--- src/rtl/maddsub_iter_if.sv ---
// Operand/result bundle between the execute stage and the iterative multiply-add unit.
interface maddsub_iter_if #(
  parameter int unsigned WIDTH = 32
);
  logic [WIDTH-1:0]   A;
  logic [WIDTH-1:0]   B;
  logic [2*WIDTH-1:0] C;
  logic               sign;
  logic               fused;
  logic               subtract;
  logic               start;
  logic               busy;
  logic               done;
  logic [2*WIDTH:0]   D;

  modport master (
    output A, B, C, sign, fused, subtract, start,
    input  busy, done, D
  );

  modport slave (
    input  A, B, C, sign, fused, subtract, start,
    output busy, done, D
  );
endinterface

--- src/rtl/maddsub_iter.sv ---
// Iterative shift-add multiply / multiply-add / multiply-subtract for the HI/LO path.
// Retires STEP multiplier bits per cycle, then sign-fixes and optionally accumulates.
module maddsub_iter #(
  parameter int unsigned WIDTH        = 32,
  parameter int unsigned STEP         = 4,
  parameter int unsigned ACC_INTERNAL = 0
) (
  input  logic         clock,
  input  logic         reset,
  maddsub_iter_if.slave bus
);
  localparam int unsigned W2    = 2 * WIDTH;
  localparam int unsigned N     = WIDTH / STEP;
  localparam int unsigned CNT_W = $clog2(N + 1);

  typedef enum logic [1:0] {IDLE, MUL, FIX, ADD} state_t;

  state_t           state;
  state_t           state_nxt;
  logic [CNT_W-1:0] count;
  logic [W2-1:0]    acc;
  logic [W2-1:0]    a_sh;
  logic [WIDTH-1:0] b_sh;
  logic [W2-1:0]    c_reg;
  logic             sign_q;
  logic             fused_q;
  logic             sub_q;
  logic             psign_q;
  logic [W2:0]      d_q;
  logic             done_q;
  logic             busy_c;

  logic [WIDTH-1:0] a_mag;
  logic [WIDTH-1:0] b_mag;
  logic [W2-1:0]    partial;
  logic [W2-1:0]    p_fix;
  logic [W2:0]      ce;
  logic [W2:0]      pe;
  logic             last_mul;

  // Operand magnitudes, product digit, sign fix-up and extended accumulate operands
  always_comb begin
    a_mag    = (bus.sign && bus.A[WIDTH-1]) ? WIDTH'(-bus.A) : bus.A;
    b_mag    = (bus.sign && bus.B[WIDTH-1]) ? WIDTH'(-bus.B) : bus.B;
    partial  = a_sh * W2'(b_sh[STEP-1:0]);
    last_mul = (count == CNT_W'(N - 1));
    p_fix    = (sign_q && psign_q) ? W2'(-acc) : acc;
    ce       = {sign_q & c_reg[W2-1], c_reg};
    pe       = {sign_q & acc[W2-1], acc};
  end

  // State register
  always_ff @(posedge clock) begin
    if (reset) state <= IDLE;
    else       state <= state_nxt;
  end

  // Next state: start restarts from any state
  always_comb begin
    state_nxt = state;
    if (bus.start) begin
      state_nxt = MUL;
    end else begin
      unique case (state)
        IDLE:    state_nxt = IDLE;
        MUL:     if (last_mul) state_nxt = FIX;
        FIX:     state_nxt = fused_q ? ADD : IDLE;
        ADD:     state_nxt = IDLE;
        default: state_nxt = IDLE;
      endcase
    end
  end

  // State-decoded outputs
  always_comb begin
    busy_c = 1'b0;
    if (state != IDLE) busy_c = 1'b1;
  end

  // Datapath: capture on start, shift-add in MUL, finalise in FIX/ADD
  always_ff @(posedge clock) begin
    if (reset) begin
      count   <= '0;
      acc     <= '0;
      a_sh    <= '0;
      b_sh    <= '0;
      c_reg   <= '0;
      sign_q  <= 1'b0;
      fused_q <= 1'b0;
      sub_q   <= 1'b0;
      psign_q <= 1'b0;
      d_q     <= '0;
      done_q  <= 1'b0;
    end else begin
      done_q <= 1'b0;
      if (bus.start) begin
        sign_q  <= bus.sign;
        fused_q <= bus.fused;
        sub_q   <= bus.subtract;
        psign_q <= bus.sign & (bus.A[WIDTH-1] ^ bus.B[WIDTH-1]);
        a_sh    <= W2'(a_mag);
        b_sh    <= b_mag;
        acc     <= '0;
        count   <= '0;
        c_reg   <= (ACC_INTERNAL != 0) ? d_q[W2-1:0] : bus.C;
      end else begin
        unique case (state)
          MUL: begin
            acc   <= acc + partial;
            a_sh  <= a_sh << STEP;
            b_sh  <= b_sh >> STEP;
            count <= count + CNT_W'(1);
          end
          FIX: begin
            acc <= p_fix;
            if (!fused_q) begin
              d_q    <= {sign_q & p_fix[W2-1], p_fix};
              done_q <= 1'b1;
            end
          end
          ADD: begin
            d_q    <= sub_q ? (ce - pe) : (ce + pe);
            done_q <= 1'b1;
          end
          default: ;
        endcase
      end
    end
  end

  assign bus.busy = busy_c;
  assign bus.done = done_q;
  assign bus.D    = d_q;
endmodule

--- src/flat_wrapper.sv ---
// flat-port wrapper written by rule: the top's interface ports become plain ports
module maddsub_iter_flat 
#(
  parameter int unsigned WIDTH        = 32,
  parameter int unsigned STEP         = 4,
  parameter int unsigned ACC_INTERNAL = 0
)
  (clock, reset, bus_A, bus_B, bus_C, bus_sign, bus_fused, bus_subtract, bus_start, bus_busy, bus_done, bus_D);
  maddsub_iter_if #(.WIDTH(WIDTH)) bus_i ();
  input  logic clock;
  input  logic reset;
  input wire logic [$bits(bus_i.A)-1:0] bus_A;
  input wire logic [$bits(bus_i.B)-1:0] bus_B;
  input wire logic [$bits(bus_i.C)-1:0] bus_C;
  input wire logic [$bits(bus_i.sign)-1:0] bus_sign;
  input wire logic [$bits(bus_i.fused)-1:0] bus_fused;
  input wire logic [$bits(bus_i.subtract)-1:0] bus_subtract;
  input wire logic [$bits(bus_i.start)-1:0] bus_start;
  output wire logic [$bits(bus_i.busy)-1:0] bus_busy;
  output wire logic [$bits(bus_i.done)-1:0] bus_done;
  output wire logic [$bits(bus_i.D)-1:0] bus_D;
  assign bus_i.A = bus_A;
  assign bus_i.B = bus_B;
  assign bus_i.C = bus_C;
  assign bus_i.sign = bus_sign;
  assign bus_i.fused = bus_fused;
  assign bus_i.subtract = bus_subtract;
  assign bus_i.start = bus_start;
  assign bus_busy = bus_i.busy;
  assign bus_done = bus_i.done;
  assign bus_D = bus_i.D;
  maddsub_iter #(.WIDTH(WIDTH), .STEP(STEP), .ACC_INTERNAL(ACC_INTERNAL)) u_core (.clock(clock), .reset(reset), .bus(bus_i));
endmodule
--- config.mk ---
export PLATFORM = sky130hd
export DESIGN_NAME = maddsub_iter_flat
export DESIGN_NICKNAME = d
export VERILOG_FILES = /design/src/rtl/maddsub_iter_if.sv /design/src/rtl/maddsub_iter.sv /design/src/flat_wrapper.sv
export SDC_FILE = /design/constraint.sdc
export NUM_CORES = 2
export LEC_CHECK = 0
export CORE_ASPECT_RATIO = 1.4
export CORE_MARGIN = 10
export CORE_UTILIZATION = 62
export DETAILED_ROUTE_END_ITERATION = 6
export GPL_TIMING_DRIVEN = 0
export PLACE_DENSITY_LB_ADDON = 0.12
export SYNTH_ARGS = -nofsm -noshare
export SYNTH_HDL_FRONTEND = slang
export SYNTH_SLANG_ARGS = --single-unit
--- constraint.sdc ---
create_clock -name clock -period 7.7 [get_ports clock]
set_clock_uncertainty 0.05 [all_clocks]
set_input_delay 1.155 -clock clock [delete_from_list [all_inputs] [get_ports clock]]
set_output_delay 1.155 -clock clock [all_outputs]
set_load 0.01 [all_outputs]
==> flow_metrics.py <==
metrics = {
    "grt": {
        "antenna_found_initial": 1,
        "grt_pass1_vias": 28300,
        "grt_max_degree": 15,
        "grtUsageTotal_pct": 36.1,
        "grt_overflow_total": 0,
        "grt_pass1_wl_mm": 162,
    },
    "clock_tree": {
        "cts.htree.levels": 2,
        "cts_root_buf": "clkbuf_16",
        "cts_setup_buffers": 0,
        "clockBufferDepth": 3,
        "clkTransAtPathRegs_ps": 60,
        "cts_made_buffers": 34,
        "clk_latency_ps": 580,
        "cts.sinks": 300,
        "tritoncts": "yes",
    },
    "finish": {
        "layout_commonest_cell": "nor2_1",
        "multi_input_area_um2": 21900,
        "layout-drive-gt1-share_pct": 2.81,
        "mostFrequentLayoutCells": "381 x nor2_1, 321 x inv_1, 300 x dfxtp_1",
        "largest_reg_flops": 65,
        "fillCellCount": 4035,
        "num-nets-final": 4524,
        "register_area_um2": 6010,
        "areaGrowthSynthToFinish_pct": 13.2,
    },
    "run_status": {
        "status": "finished, violations left",
        "violations": "DRC",
    },
    "routing": {
        "avgRoutedWirePerCell_um": 22.4,
        "first_pass_iters": 7,
        "drc_errors": 1,
        "vias": 28900,
        "final_antenna_net_count": 0,
        "drt-total-wl_mm": 106,
        "first_iter_violations": 2415,
        "via_per_inst": 6.12,
    },
    "timing": {
        "rsz0062_at_grt": "false",
        "fin_tns_setup_ps": 0,
        "worst_pin_slew_ps": 1420,
        "hold_viol_final": 0,
        "setup_violations": 0,
        "maxSlewHeadroom_pct": 5.62,
        "fmax_mhz": 133,
        "period_minus_slack_ps": 7500,
        "period_share_pct": 97.4,
        "maxSlewViolCount": 0,
        "worst_slack_ps": 199,
    },
    "synthesis": {
        "synthMuxAreaShare_pct": 4.27,
        "synthAdderAreaFrac_pct": 18.0,
        "ys_seq_area_share_pct": 20.0,
        "synth_compound_area_share_pct": 21.5,
        "netlist_instances": 3835,
        "synth_fp_nets": 4291,
        "synthXorXnorAreaFrac_pct": 8.11,
        "synthArstFlopShare_pct": 0,
        "synth.ff_latch_count": 300,
        "syn_area_per_cell_um2": 7.83,
        "synth_top_family_by_area": "compound AO/OA/AOI/OAI gates",
        "synth-simple-area-share_pct": 20.9,
        "synth_edf_count": 0,
        "netlist_area_um2": 30000,
        "synth_cell_types": 85,
        "yosysWarnings": 0,
        "yosys_most_used_dff": "dfxtp_1",
    },
    "critical_path": {
        "cp.required_ps": 8140,
        "r2r_setup_slack_ps": 200,
        "r2r_cells": 18,
        "cp_data_arrival_time_ps": 7940,
        "worstSetupPathType": "flip-flop to flip-flop",
        "reg2reg_to": "u_core.acc[63]$_SDFFE_PP0P_",
        "endpoint_kind": "flip-flop",
        "cp-start-kind": "flip-flop",
        "cp-startpoint": "u_core.b_sh[2]$_SDFFE_PP0P_",
        "crit_path_end": "u_core.acc[63]$_SDFFE_PP0P_",
        "r2r-start": "u_core.b_sh[2]$_SDFFE_PP0P_",
        "worstPathMaxFanout": 10,
    },
    "pwr": {
        "power_uw": 5360,
        "ir_worst_vdd_v": 0.000214,
        "leakage_uw": 0.0143,
        "p_switching_uw": 2000,
        "sw_frac_of_total_pct": 37.2,
        "clkPwrFrac_pct": 33.2,
        "combPwrFrac_pct": 35.3,
        "p_seq_share_pct": 31.5,
        "intPower_uw": 3360,
        "power.density_nw_per_um2": 158,
    },
    "floorplan": {
        "core_area_um2": 48000,
        "die_width_um": 206,
        "io_pins": 201,
        "rows": 95,
        "start_util_pct": 62.5,
        "die_h_um": 280,
        "die-area_um2": 57700,
    },
    "worst_hold_path": {
        "hold_depth": 2,
        "hold_class": "flip-flop to flip-flop",
    },
    "placement": {
        "place_congestion": 1.02,
        "hpwlAfterDp_mm": 85.8,
        "pre_cts_slack_ps": 370,
        "port_buffers": 197,
    },
    "flow_run": {
        "max-cap-violations": 0,
    },
}
Yosys cell counts, drive strengths merged, types with 17 or more instances:
library cell	n	area, um^2
dfxtp	300	6010
o211ai	28	215
inv	323	1210
nor2b	67	419
a21oi	300	1510
fa	183	3660
nor2	381	1430
nand3	45	243
buf	39	174
o21a	24	180
o21ai	147	736
a21o	103	773
a211oi	168	1260
ha	139	1740
clkbuf	205	769
xor2	66	578
nand2b	22	138
nor4	25	223
o22ai	17	106
mux2i	122	1220
nand4	30	194
o31ai	25	188
a22oi	17	128
and2	251	1570
o21bai	34	255
or3	21	131
xnor2	212	1860
nor3	73	370
nand2	254	956
a31oi	26	163
or4	23	188
through the flow:
stage	instance area [um^2]	cells	util (%)	hold WS (ps)
2_1_floorplan	30000	3835	-	387
3_3_place_gp	32800	4662	68.3	389
3_5_place_dp	32800	4662	68.3	396
4_1_cts	34000	4724	70.7	405
5_1_grt	34000	4724	70.8	433
6_report	34000	4725	70.8	404
routing by layer:
layer,wire (um),GRT usage (%),vias to the layer above
li1,-,-,13700
met1,40500,43.2,13500
met2,49100,58.9,1378
met3,7960,4.61,352
met4,8190,25.7,2
met5,13,0,-
worst max-delay path, stage by stage (launching register included):
cell and delay (ps):
dfxtp_1 310, clkbuf_1 640, clkbuf_1 700, nand2_1 170
fa_1 530, fa_1 520, fa_1 520, inv_1 40
ha_1 340, a211oi_1 120, o211ai_1 320, a31oi_1 200
o221ai_1 300, a21oi_1 230, o41ai_1 1080, a311oi_1 420
nor4_1 390, mux2_2 390, a21oi_2 130
power by group through the flow:
stage	Combinational, uW	Clock [uW]	Sequential (uW)
after floorplan	1330	0	1690
after global placement	1820	0	1720
after detailed placement	1830	0	1720
after CTS	1850	1780	1680
after global routing	2070	1830	1690
final	1890	1780	1690
timing repair:
action / CTS / global route
setup endpoints to repair: 0 / 6
hold endpoints to repair: 0 / 0
gates resized for setup: 0 / 2
hold buffers: 0 / 0
layout make-up:
class	instances	area share, %
Tap cell	630	2.32
Buffer	244	2.78
Inverter	324	3.58
Clock inverter	19	0.759
Multi-Input combinational cell	2967	64.3
Sequential cell	300	17.7
Timing Repair Buffer	197	5.80
Antenna cell	1	0.00736
Clock buffer	43	2.75
cell families after synthesis:
kind of cell	after synthesis
AOI/OAI and AO/OA	993
muxes	127
and+or+nand+nor	1247
adders and majority gates	322
buffers and inverters	568
xor gates and xnor gates	278
DFF	300
worst min path at each step:
stage	start	endpoint
after global routing	u_core.bus.D[43]$_SDFFE_PP0P_	u_core.bus.D[43]$_SDFFE_PP0P_
after global placement	u_core.bus.D[0]$_SDFFE_PP0P_	u_core.bus.D[0]$_SDFFE_PP0P_
after CTS	u_core.bus.D[30]$_SDFFE_PP0P_	u_core.bus.D[30]$_SDFFE_PP0P_
final	u_core.bus.D[20]$_SDFFE_PP0P_	u_core.bus.D[20]$_SDFFE_PP0P_
after detailed placement	u_core.bus.D[30]$_SDFFE_PP0P_	u_core.bus.D[30]$_SDFFE_PP0P_
after floorplan	u_core.b_sh[31]$_SDFFE_PP0P_	u_core.b_sh[31]$_SDFFE_PP0P_
Power figures use the tool's default switching activity.
